`src/rtl/ldm_writeback_sequencer.sv`:
```
// ldm_writeback_sequencer: serialises LDM memory reads into register-file writes, one per set list bit.
// Optional base-register writeback is enabled by defining LDM_BASE_WRITEBACK_EN.
module ldm_writeback_sequencer #(
  parameter int ADDR_W      = 32,
  parameter int MOC_TIMEOUT = 255
) (
  input  logic              clk,
  input  logic              reset_n,
  input  logic              start,
  input  logic [15:0]       reg_list,
  input  logic [ADDR_W-1:0] base_addr,
  input  logic              up,
  input  logic              wb,
  input  logic [3:0]        base_reg,
  output logic [ADDR_W-1:0] mem_addr,
  output logic              mem_rd,
  input  logic [31:0]       mem_data,
  input  logic              mem_moc,
  output logic [3:0]        rf_c,
  output logic [31:0]       rf_pc,
  output logic              rf_enable,
  output logic              busy,
  output logic              done,
  output logic              error
);
  typedef enum logic [2:0] {
    IDLE,
    REQ,
    WRITE,
`ifdef LDM_BASE_WRITEBACK_EN
    WBASE,
`endif
    FIN,
    ABORT
  } state_t;
  localparam logic [7:0] TO_LAST = 8'(MOC_TIMEOUT - 1);
  state_t            state, nxt;
  logic [15:0]       list, rest;
  logic [ADDR_W-1:0] addr, addr_d, step, start_addr;
  logic [7:0]        cnt;
  logic [4:0]        n;
  logic [3:0]        low;
  logic              go, timeout;
`ifdef LDM_BASE_WRITEBACK_EN
  logic              wb_en;
  logic [3:0]        base_reg_q;
  logic [ADDR_W-1:0] wb_val;
`else
  logic              unused_ok;
  assign unused_ok = ^{wb, base_reg};
`endif
  always_comb begin
    n = '0;
    for (int i = 0; i < 16; i++) n = n + 5'(reg_list[i]);
    low = '0;
    for (int i = 15; i >= 0; i--) if (list[i]) low = 4'(i);
  end
  assign step       = ADDR_W'({n, 2'b00});
  assign start_addr = up ? base_addr : base_addr - step;
  assign rest       = list & (list - 16'd1);
  assign go         = state == IDLE && start;
  assign timeout    = !mem_moc && cnt == TO_LAST;
  assign addr_d     = go ? start_addr : state == WRITE ? addr + ADDR_W'(4) : addr;
  always_comb begin
    nxt = state;
    case (state)
      IDLE:  nxt = start ? (reg_list != '0 ? REQ : FIN) : IDLE;
      REQ:   nxt = mem_moc ? WRITE : timeout ? ABORT : REQ;
`ifdef LDM_BASE_WRITEBACK_EN
      WRITE: nxt = rest != '0 ? REQ : wb_en ? WBASE : FIN;
      WBASE: nxt = FIN;
`else
      WRITE: nxt = rest != '0 ? REQ : FIN;
`endif
      default: nxt = IDLE;
    endcase
  end
  assign mem_rd = state == REQ;
`ifdef LDM_BASE_WRITEBACK_EN
  assign rf_enable = state == WRITE || state == WBASE;
`else
  assign rf_enable = state == WRITE;
`endif
  assign busy  = state != IDLE;
  assign done  = state == FIN;
  assign error = state == ABORT;
  always_ff @(posedge clk or negedge reset_n) begin
    if (!reset_n) begin
      state    <= IDLE;
      list     <= '0;
      addr     <= '0;
      cnt      <= '0;
      mem_addr <= '0;
      rf_c     <= '0;
      rf_pc    <= '0;
`ifdef LDM_BASE_WRITEBACK_EN
      wb_en      <= 1'b0;
      base_reg_q <= '0;
      wb_val     <= '0;
`endif
    end else begin
      state <= nxt;
      addr  <= addr_d;
      list  <= go ? reg_list : state == WRITE ? rest : list;
      cnt   <= state == REQ && !mem_moc ? cnt + 8'd1 : '0;
      if (nxt == REQ) mem_addr <= addr_d;
      // mem_data is captured on the same edge that sees mem_moc
      if (nxt == WRITE) begin
        rf_c  <= low;
        rf_pc <= mem_data;
      end
`ifdef LDM_BASE_WRITEBACK_EN
      if (nxt == WBASE) begin
        rf_c  <= base_reg_q;
        rf_pc <= 32'(wb_val);
      end
      // a base register that is also in the list keeps its loaded value
      if (go) begin
        wb_en      <= wb && !reg_list[base_reg];
        base_reg_q <= base_reg;
        wb_val     <= up ? base_addr + step : start_addr;
      end
`endif
    end
  end
endmodule
```
`config.mk`:
```
export PLATFORM = sky130hd
export DESIGN_NAME = ldm_writeback_sequencer
export DESIGN_NICKNAME = d
export VERILOG_FILES = /design/src/rtl/ldm_writeback_sequencer.sv
export SDC_FILE = /design/constraint.sdc
export NUM_CORES = 1
export LEC_CHECK = 0
export ABC_AREA = 1
export BUFFER_PORTS_ARGS = -buffer_cell sky130_fd_sc_hd__buf_4
export CORE_MARGIN = 2
export CORE_UTILIZATION = 47
export CTS_CLUSTER_DIAMETER = 30
export DETAILED_ROUTE_END_ITERATION = 12
export MAX_ROUTING_LAYER = met4
export PLACE_DENSITY = 0.77
export SYNTH_ARGS = -nofsm -noshare
export SYNTH_HDL_FRONTEND = slang
export SYNTH_SLANG_ARGS = --single-unit
```
`constraint.sdc`:
```
create_clock -name clk -period 4.6 [get_ports clk]
set_input_delay 0.69 -clock clk [delete_from_list [all_inputs] [get_ports clk]]
set_output_delay 0.69 -clock clk [all_outputs]
set_load 0.01 [all_outputs]
```
== After elaboration in Yosys (flattened, before gate mapping) ==
Cells that the tools add are included.
Word-level totals
  word-level logic and storage cells: 71
  input bits: 90
  output and inout port bits: 73
  register bits: 127
Cells by class
  add/subtract/negate cells: 19
  bitwise gates (word level): 1
  reduce and logical (&&, ||, !) cells: 9
  equal/unequal tests: 7
  mux-type cells: 28
Operators by type and width (count)
  32-bit 2-to-1 mux: 3
  4-bit 2-to-1 mux: 16
  5-bit by 1-bit adder with 5-bit output: 11
  32-bit by 3-bit adder with 32-bit output (second input constant): 1
  16-bit 2-to-1 mux: 2
  16-bit nonzero test: 2
  32-bit by 7-bit subtractor with 32-bit output: 1
  16-bit bitwise AND: 1
  16-bit by 1-bit subtractor with 16-bit output (second input constant): 1
  3-bit by 2-bit == test with 1-bit output (second input constant): 3
  3-bit one-hot mux with 3 select lines: 1
  8-bit by 1-bit adder with 8-bit output (second input constant): 1
  8-bit == test (second input constant): 1
  8-bit 2-to-1 mux: 1
  3-bit by 1-bit == test with 1-bit output (second input constant): 2
  2-bit 2-to-1 mux: 3
  3-bit 2-to-1 mux: 2
  4-bit by 1-bit adder with 5-bit output: 1
  3-bit by 1-bit adder with 4-bit output: 1
  2-bit by 1-bit adder with 3-bit output: 1
  3-bit == test (second input constant): 1
  1-bit logical AND: 3
  3-bit zero test: 1
  3-bit nonzero test: 1
  3 further kinds: 3

== Logic depth before layout (Yosys ltp) ==
Gate-level depths: netlist of the first run.
  depth in word-level cells: 18
  gate-level depth with buffers: 26
  mapped depth without buffers: 26

== Worst setup path after synthesis of the first run ==
OpenSTA, ideal clock, no wires.
  path kind: input to register
  start point: input port reg_list[0]
  end point: register mem_addr[29]
  cell stages on the path: 21
  required time: 4.484 ns
  setup time: 0.116 ns
  data arrival time: 4.909 ns
  path slack: -0.426 ns
  buffers on the path: 0
  cell sequence: inv_1 -> fa_1 -> fa_1 -> fa_1 -> fa_1 -> inv_1 -> ha_1 -> inv_1 -> fa_1 -> xor2_1 -> ha_1 -> a21oi_1 -> o21ai_1 -> a21oi_2 -> nand3_1 -> nor2_1 -> nand3_1 -> nand3_1 -> nand2_1 -> nand2_1 -> nand2_1
On the way
  word-level cells in the longest chain between the ends: 18
  elaborated cells between the ends (all ways): 23
  classes of those cells: add/sub (16); eq/ne (1); mux (5); reduce/logical (1)
Ends and longest elaborated chain
  from (decl): RTL line 10  | input logic [15:0] reg_list,
  1-bit by 1-bit adder with 2-bit output: RTL line 54  | for (int i = 0; i < 16; i++) n = n + 5'(reg_list[i]);
  2-bit by 1-bit adder with 3-bit output: RTL line 54
  3-bit by 1-bit adder with 4-bit output: RTL line 54
  4-bit by 1-bit adder with 5-bit output: RTL line 54
  5-bit by 1-bit adder with 5-bit output (11 in a row): RTL line 54
  32-bit by 7-bit subtractor with 32-bit output: RTL line 59  | assign start_addr = up ? base_addr : base_addr - step;
  32-bit 2-to-1 mux: RTL line 59
  32-bit 2-to-1 mux: RTL line 63  | assign addr_d = go ? start_addr : state == WRITE ? addr + ADDR_W'(4) : addr;
  named net addr_d[29]: RTL line 39  | logic [ADDR_W-1:0] addr, addr_d, step, start_addr;
  to (signal assigned): RTL line 106  | if (nxt == REQ) mem_addr <= addr_d;
  to (decl): RTL line 15  | output logic [ADDR_W-1:0] mem_addr,
The timed path passes the listed nets, and every way through them passes these cells.
A chain may end at the register's enable or synchronous reset.

== Worst setup path in the final report of the first run ==
  start point: input port reg_list[11]
  end point: register mem_addr[27]
On the way
  word-level cells in the longest chain between the ends: 8
  elaborated cells between the ends (all ways): 13
  classes of those cells: add/sub (6); eq/ne (1); mux (5); reduce/logical (1)
Ends and longest elaborated chain (RTL line)
  5-bit by 1-bit adder with 5-bit output (5 in a row): 54
  32-bit by 7-bit subtractor with 32-bit output: 59
  32-bit 2-to-1 mux: 59
  32-bit 2-to-1 mux: 63
Several ways; a longest one is shown, not always the timed one.

==> reports/metrics.csv, run 1 <==
metric;value;unit
vias post-DR;7743;
Setup crit end kind;flop;
Iteration-0 DRC Markers;581;
Async S/R FF share, synth;100;%
initial antenna violation count;0;
most frequent cells in the layout;nand2_1, buf_4, dfrtp_1;
Static Leak;5.47;nW
Initial Util;48.0;%
count of input and output buffers;157;
crit path DAT;5120;ps
Critical Path RT;4900;ps
Clock power frac;20.3;%
#FFs+latches synth;127;
Residual DRC;0;
htree depth;4;
Final period util;105;%
I/O pin count;163;
sequential fraction of the synthesis area;41.8;%
Setup CP Type;primary input to flop;
CTS clk-pin slew, worst paths;60;ps
Layout Nets;1401;
die height;131;um
Max Clock Skew;14.7;ps
MaxCap Viol Count;0;
area leader, netlist;dfrtp_1;
share of cells above drive strength 1;27.5;%
fmax;208;MHz
fillers;1364;
Synth cell types;40;
TritonCTS sink count;127;
clock root cell;clkbuf_16;
Die X;131;um
Worst Setup Start Kind;primary input;
fin worst setup slack;-217;ps
Power Dens Cells;639;nW/um^2
Final TNS setup;-4500;ps
Max clock buf depth;2;
Flop pwr share;30.0;%
CTS tree;done;
Routed wire per std cell;15.0;um
vias per inst;5.11;
Post-synth EDFFs;0;
ANT nets after route;0;
number of global-route vias before repair;7527;
Syn Nets;1177;
Combinational Power Share;49.7;%
cts hold-fix bufs;0;
final core occ;65.5;%
Avg Inst Size Synth;7.16;um^2
largest net degree at the start of global routing;57;
drt pass-1 iters;7;
hold slack;301;ps
HP Class;primary input to asynchronous set/reset pin;
total clock buffers created by CTS;17;
gr usage total;27.7;%
outcome;complete, but fails checks;
setup violators final;44;
Slew @ Worst Pin;966;ps
worst rel slew slack;35.2;%
GP Congestion;0.965;
GRT Residual Overflow;0;
synth warn;0;
Net Sw Power;2.82;mW
number of diodes;0;
Synth area leaders;dfrtp_1, nand2_1, inv_1;
Mapped Cells;1062;
commonest non-fill, non-tap cell in the layout;nand2_1;
global-route wire length before repair;37.1;mm
Internal;3.80;mW
core area;15800;um^2
peak supply drop;0.339;mV
Yosys top cell area share;41.8;%
hpwl dp;15.8;mm
clk_lat worst skew;430;ps
Sw Ratio;42.6;%
unrepaired setup endpoints after global routing;yes;
Fin. Hold Viols;0;
WL final;22.7;mm
failing checks;negative setup slack;
FP Rows;46;
ys flop type;dfrtp_1;
synth-to-layout area growth;36.4;%
Die ar.;17200;um^2
CP Max Fanout;6;
final max-slew violation count;0;
crit path time final;4820;ps
post-synthesis cell area;7600;um^2
-- flip-flops by register name (all words and copies together), names as in the netlist --
name,count
list,16
mem_addr,32
addr,32
state,3
cnt,8
rf_c,4
rf_pc,32
-- power groups by stage --
stage / Clock, mW / Combinational (mW) / Sequential, mW
3_5_place_dp: 0 / 3.02 / 1.98
2_1_floorplan: 0 / 1.81 / 2.05
3_3_place_gp: 0 / 2.94 / 1.98
5_1_grt: 1.41 / 3.67 / 2.05
6_report: 1.34 / 3.29 / 1.99
4_1_cts: 1.35 / 3.17 / 1.98
-- cell type report --
cell class / count / area [um^2] / area share, %
clock buffers: 18 / 439 / 4.24
flip-flops and latches: 127 / 3180 / 30.7
multi-input cells: 772 / 4030 / 38.9
clock inverters: 14 / 149 / 1.44
well taps: 216 / 270 / 2.61
repair buffers: 231 / 1770 / 17.0
inverters: 137 / 529 / 5.11
-- through the flow --
step	std cells	total power, mW	setup slack (ps)	cell area (um^2)
finish	1515	6.63	-217	10400
global route	1515	7.13	-393	10400
CTS	1514	6.50	-153	10300
detailed placement	1438	5.00	-762	9220
global placement	1438	4.93	-650	9220
floorplan	1062	3.87	-265	7690
-- what timing repair did --
item | in CTS | in global routing
resized for setup | 35 | 28
pin swaps | 25 | 13
endpoints found under the hold margin | 0 | 0
setup endpoints to repair | 48 | 55
buffers inserted | 44 | 4
-- cells by family (layout without fill, tap and decap cells) --
logic type | Yosys count | after routing | share of synthesized area [%]
adders and majority gates | 25 | 25 | 5.20
buffers and inverters | 163 | 400 | 8.50
xor gates and xnor gates | 21 | 21 | 2.42
and+or+nand+nor | 630 | 630 | 34.9
AOI/OAI and AO/OA | 96 | 96 | 7.19
DFF | 127 | 127 | 41.8
-- Yosys cell counts, types with 4 or more instances --
cell,count
o221ai_1,6
a21oi_1,18
nand2_1,401
nand4_1,14
o211ai_1,4
o22ai_1,10
xor2_1,16
nand3_1,69
ha_1,14
clkbuf_1,13
buf_1,4
fa_1,11
o21ai_1,11
nor3_1,15
dfrtp_1,127
inv_2,8
xnor2_1,5
nor2_4,5
inv_1,128
or2_2,5
o21ai_0,39
buf_4,4
nor2_2,4
nor2_1,100
-- routing by layer --
metal / wire [um] / part of all wire, % / GRT usage (%) / up-vias
met4: 1040 / 4.6 / 13.3 / 0
met5: 0 / 0 / - / -
li1: - / - / - / 3796
met2: 11300 / 50 / 45.7 / 283
met1: 9140 / 40 / 32.7 / 3594
met3: 1250 / 5.5 / 5.40 / 70
-- final timing paths --
kind | start | to | slack, ps | cells past startpoint
min | reset_n | mem_addr[16] | 300 | 1
max reg2reg | state[1] | mem_addr[6] | 1580 | 11
min reg2reg | mem_addr[0] | mem_addr[0] | 480 | 2
max in group asynchronous | reset_n | list[12] | 3300 | 2
max | reg_list[11] | mem_addr[27] | -220 | 21
min in group clk | mem_data[11] | rf_pc[11] | 450 | 3
-- critical path, cell delays in order --
cell and delay (ps):
buf_12 90, inv_12 30, fa_1 570, fa_1 440
fa_1 530, fa_1 400, inv_1 70, ha_2 170
inv_2 40, fa_2 360, o21ai_1 140, nand2_1 110
ha_4 260, a21o_1 200, a21oi_4 240, nand2_2 140
nor2_4 130, xor2_2 180, nand2_1 120, nand2_1 130
o21ai_1 70
Power figures use the tool's default switching activity.
==> run 2, diff against run 1 <==
- CAP_MARGIN: default -> 20
- RECOVER_POWER: default -> 100
==> run 2 against run 1 <==
The run ends with max-capacitance violations, max-slew violations, negative setup slack left. Clock skew rose by 1.3 ps. Maximum frequency barely moved. Die area did not move. Setup slack got worse by 3.5 ps. First-iteration DRC count rose by 5.2%. Combinational power fell by 6.7%. Largest cell class unchanged. Power fell by 3.4%.
==> reports/metrics.csv, run 2 (synthesis gave the netlist of run 1 again) <==
metric;value;unit;change
outcome;complete, but fails checks;;
failing checks;max-capacitance violations, max-slew violations, negative setup slack;;
commonest non-fill, non-tap cell in the layout;nand2_1;;
gr usage total;27.7;%;unchanged
count of input and output buffers;157;;unchanged
crit path DAT;5130;ps;about the same
Static Leak;5.20;nW;-4.9%
worst path cell trace;buf_12 > inv_12 > fa_1 > fa_1 > fa_1 > fa_1 > inv_1 > ha_2 > inv_2 > fa_2 > inv_2 > fa_2 > o21ai_4 > nand2_1 > nand2_1 > nor2_1 > nand2_1 > nand2_1 > nand2_1 > o21ai_2 > nand2_1 > nand2_1 > nand2_1 > nand2_1;;
HP Class;primary input to flop;;
cts hold-fix bufs;0;;unchanged
GRT Residual Overflow;0;;unchanged
htree depth;4;;unchanged
Slew @ Worst Pin;2940;ps;+1970 ps
Initial Util;48.0;%;unchanged
CTS tree;done;;
peak supply drop;0.338;mV;-0.29%
fin worst setup slack;-220;ps;-3.54 ps
Fin. Hold Viols;0;;unchanged
Die X;131;um;unchanged
largest net degree at the start of global routing;57;;unchanged
fmax;207;MHz;about the same
core area;15800;um^2;unchanged
number of diodes;0;;unchanged
FP Rows;46;;unchanged
initial antenna violation count;0;;unchanged
Critical Path RT;4910;ps;about the same
GP Congestion;0.965;;unchanged
Worst Setup Start Kind;primary input;;
share of cells above drive strength 1;22.2;%;-5.3 points
crit-path leading delay family;adder cells;;
CP Max Fanout;5;;-1
Placed Cells incl. Taps;1438;;unchanged
Iteration-0 DRC Markers;611;;+5.2%
ANT nets after route;0;;unchanged
Setup crit end kind;flop;;
worst rel slew slack;-95.8;%;-130 points
Setup CP Type;primary input to flop;;
synth-to-layout area growth;32.9;%;
Final period util;105;%;about the same
final max-slew violation count;57;;+57
vias post-DR;7772;;+0.37%
crit path max-delay cell type;fa_1;;
Layout Nets;1401;;unchanged
setup violators final;43;;-2.3%
Die ar.;17200;um^2;unchanged
CP Buf/Inv Count;5;;+1
number of global-route vias before repair;7527;;unchanged
Non-Filler Instances;1515;;unchanged
clock root cell;clkbuf_16;;
Power Dens Cells;634;nW/um^2;-0.83%
vias per inst;5.13;;+0.37%
hold slack;452;ps;+151 ps
CTS clk-pin slew, worst paths;60;ps;about the same
MaxCap Viol Count;1;;+1
TritonCTS sink count;127;;unchanged
Max Clock Skew;16.0;ps;+1.32 ps
hpwl dp;15.8;mm;unchanged
Setup WS pre-CTS;-762;ps;unchanged
unrepaired setup endpoints after global routing;yes;;
clk_lat worst skew;430;ps;about the same
global-route wire length before repair;37.1;mm;unchanged
crit path time final;4820;ps;+3.54 ps
I/O pin count;163;;unchanged
total clock buffers created by CTS;17;;unchanged
WL final;22.7;mm;-0.13%
drt pass-1 iters;6;;-1
CP max stage delay;570;ps;about the same
die height;131;um;unchanged
Top cell by count, worst path;nand2_1;;
Residual DRC;0;;unchanged
Routed wire per std cell;15.0;um;-0.13%
most frequent cells in the layout;nand2_1, buf_4, dfrtp_1;;
biggest regs;addr (32), mem_addr (32), rf_pc (32);;
Max clock buf depth;2;;unchanged
## run 2: worst paths after layout
| path | end | slack (ps) | start | cells after the start |
|---|---|---|---|---|
| worst min-delay path | rf_pc[11] | 450 | mem_data[11] | 3 |
| worst max-delay path | mem_addr[26] | -220 | reg_list[11] | 24 |
| worst min register to register | mem_addr[0] | 480 | mem_addr[0] | 2 |
| min in group asynchronous | mem_addr[16] | 1210 | reset_n | 1 |
| max in group asynchronous | list[12] | 1200 | reset_n | 2 |
| worst max register to register | mem_addr[6] | 1570 | state[1] | 11 |
## run 2: repair_timing
item | in CTS | in global routing
setup endpoints to repair | 48 | 55
gates cloned | 0 | 0
gates resized for setup | 35 | 28
pin swaps | 25 | 13
buffers inserted | 44 | 4
## run 2: per-stage QoR
stage / total power [mW] / util (%) / setup TNS (ps) / cell area [um^2]
floorplan: 3.87 / - / -4900 / 7690
global placement: 4.93 / 58.3 / -26880 / 9220
detailed placement: 5.00 / 58.3 / -32670 / 9220
CTS: 6.50 / 64.8 / -2650 / 10300
global route: 6.91 / 63.8 / -14780 / 10100
finish: 6.40 / 63.8 / -4400 / 10100
## run 2: worst reg2reg max path, cell delays in order (launching register included)
cell and delay [ps]:
dfrtp_1 450, nor2_1 180, nand3_2 110, inv_2 600, nor2_4 60, inv_2 140, a21oi_1 70, inv_2 70
nand3_2 480, inv_2 570, nand2_1 170, nand2_1 90
## run 2: layout make-up
cell class | instances | area (um^2)
Fill cell | 1448 | 5730
Multi-Input combinational cell | 772 | 4030
Sequential cell | 127 | 3180
Timing Repair Buffer | 231 | 1500
Inverter | 137 | 529
Clock buffer | 18 | 439
Tap cell | 216 | 270
Clock inverter | 14 | 149
## run 2: metal layers
layer  wire, um  GRT usage [%]  up-vias
met3       1250           5.40       68
li1           -              -     3788
met5          0              -        -
met2      11300           45.7      296
met4       1010           13.3        0
met1       9110           32.7     3620
## run 2: where the power goes
part	switching (mW)	total, mW	internal, mW
clock network	0.569	1.35	0.779
registers	0.367	1.98	1.62
logic	1.88	3.07	1.19
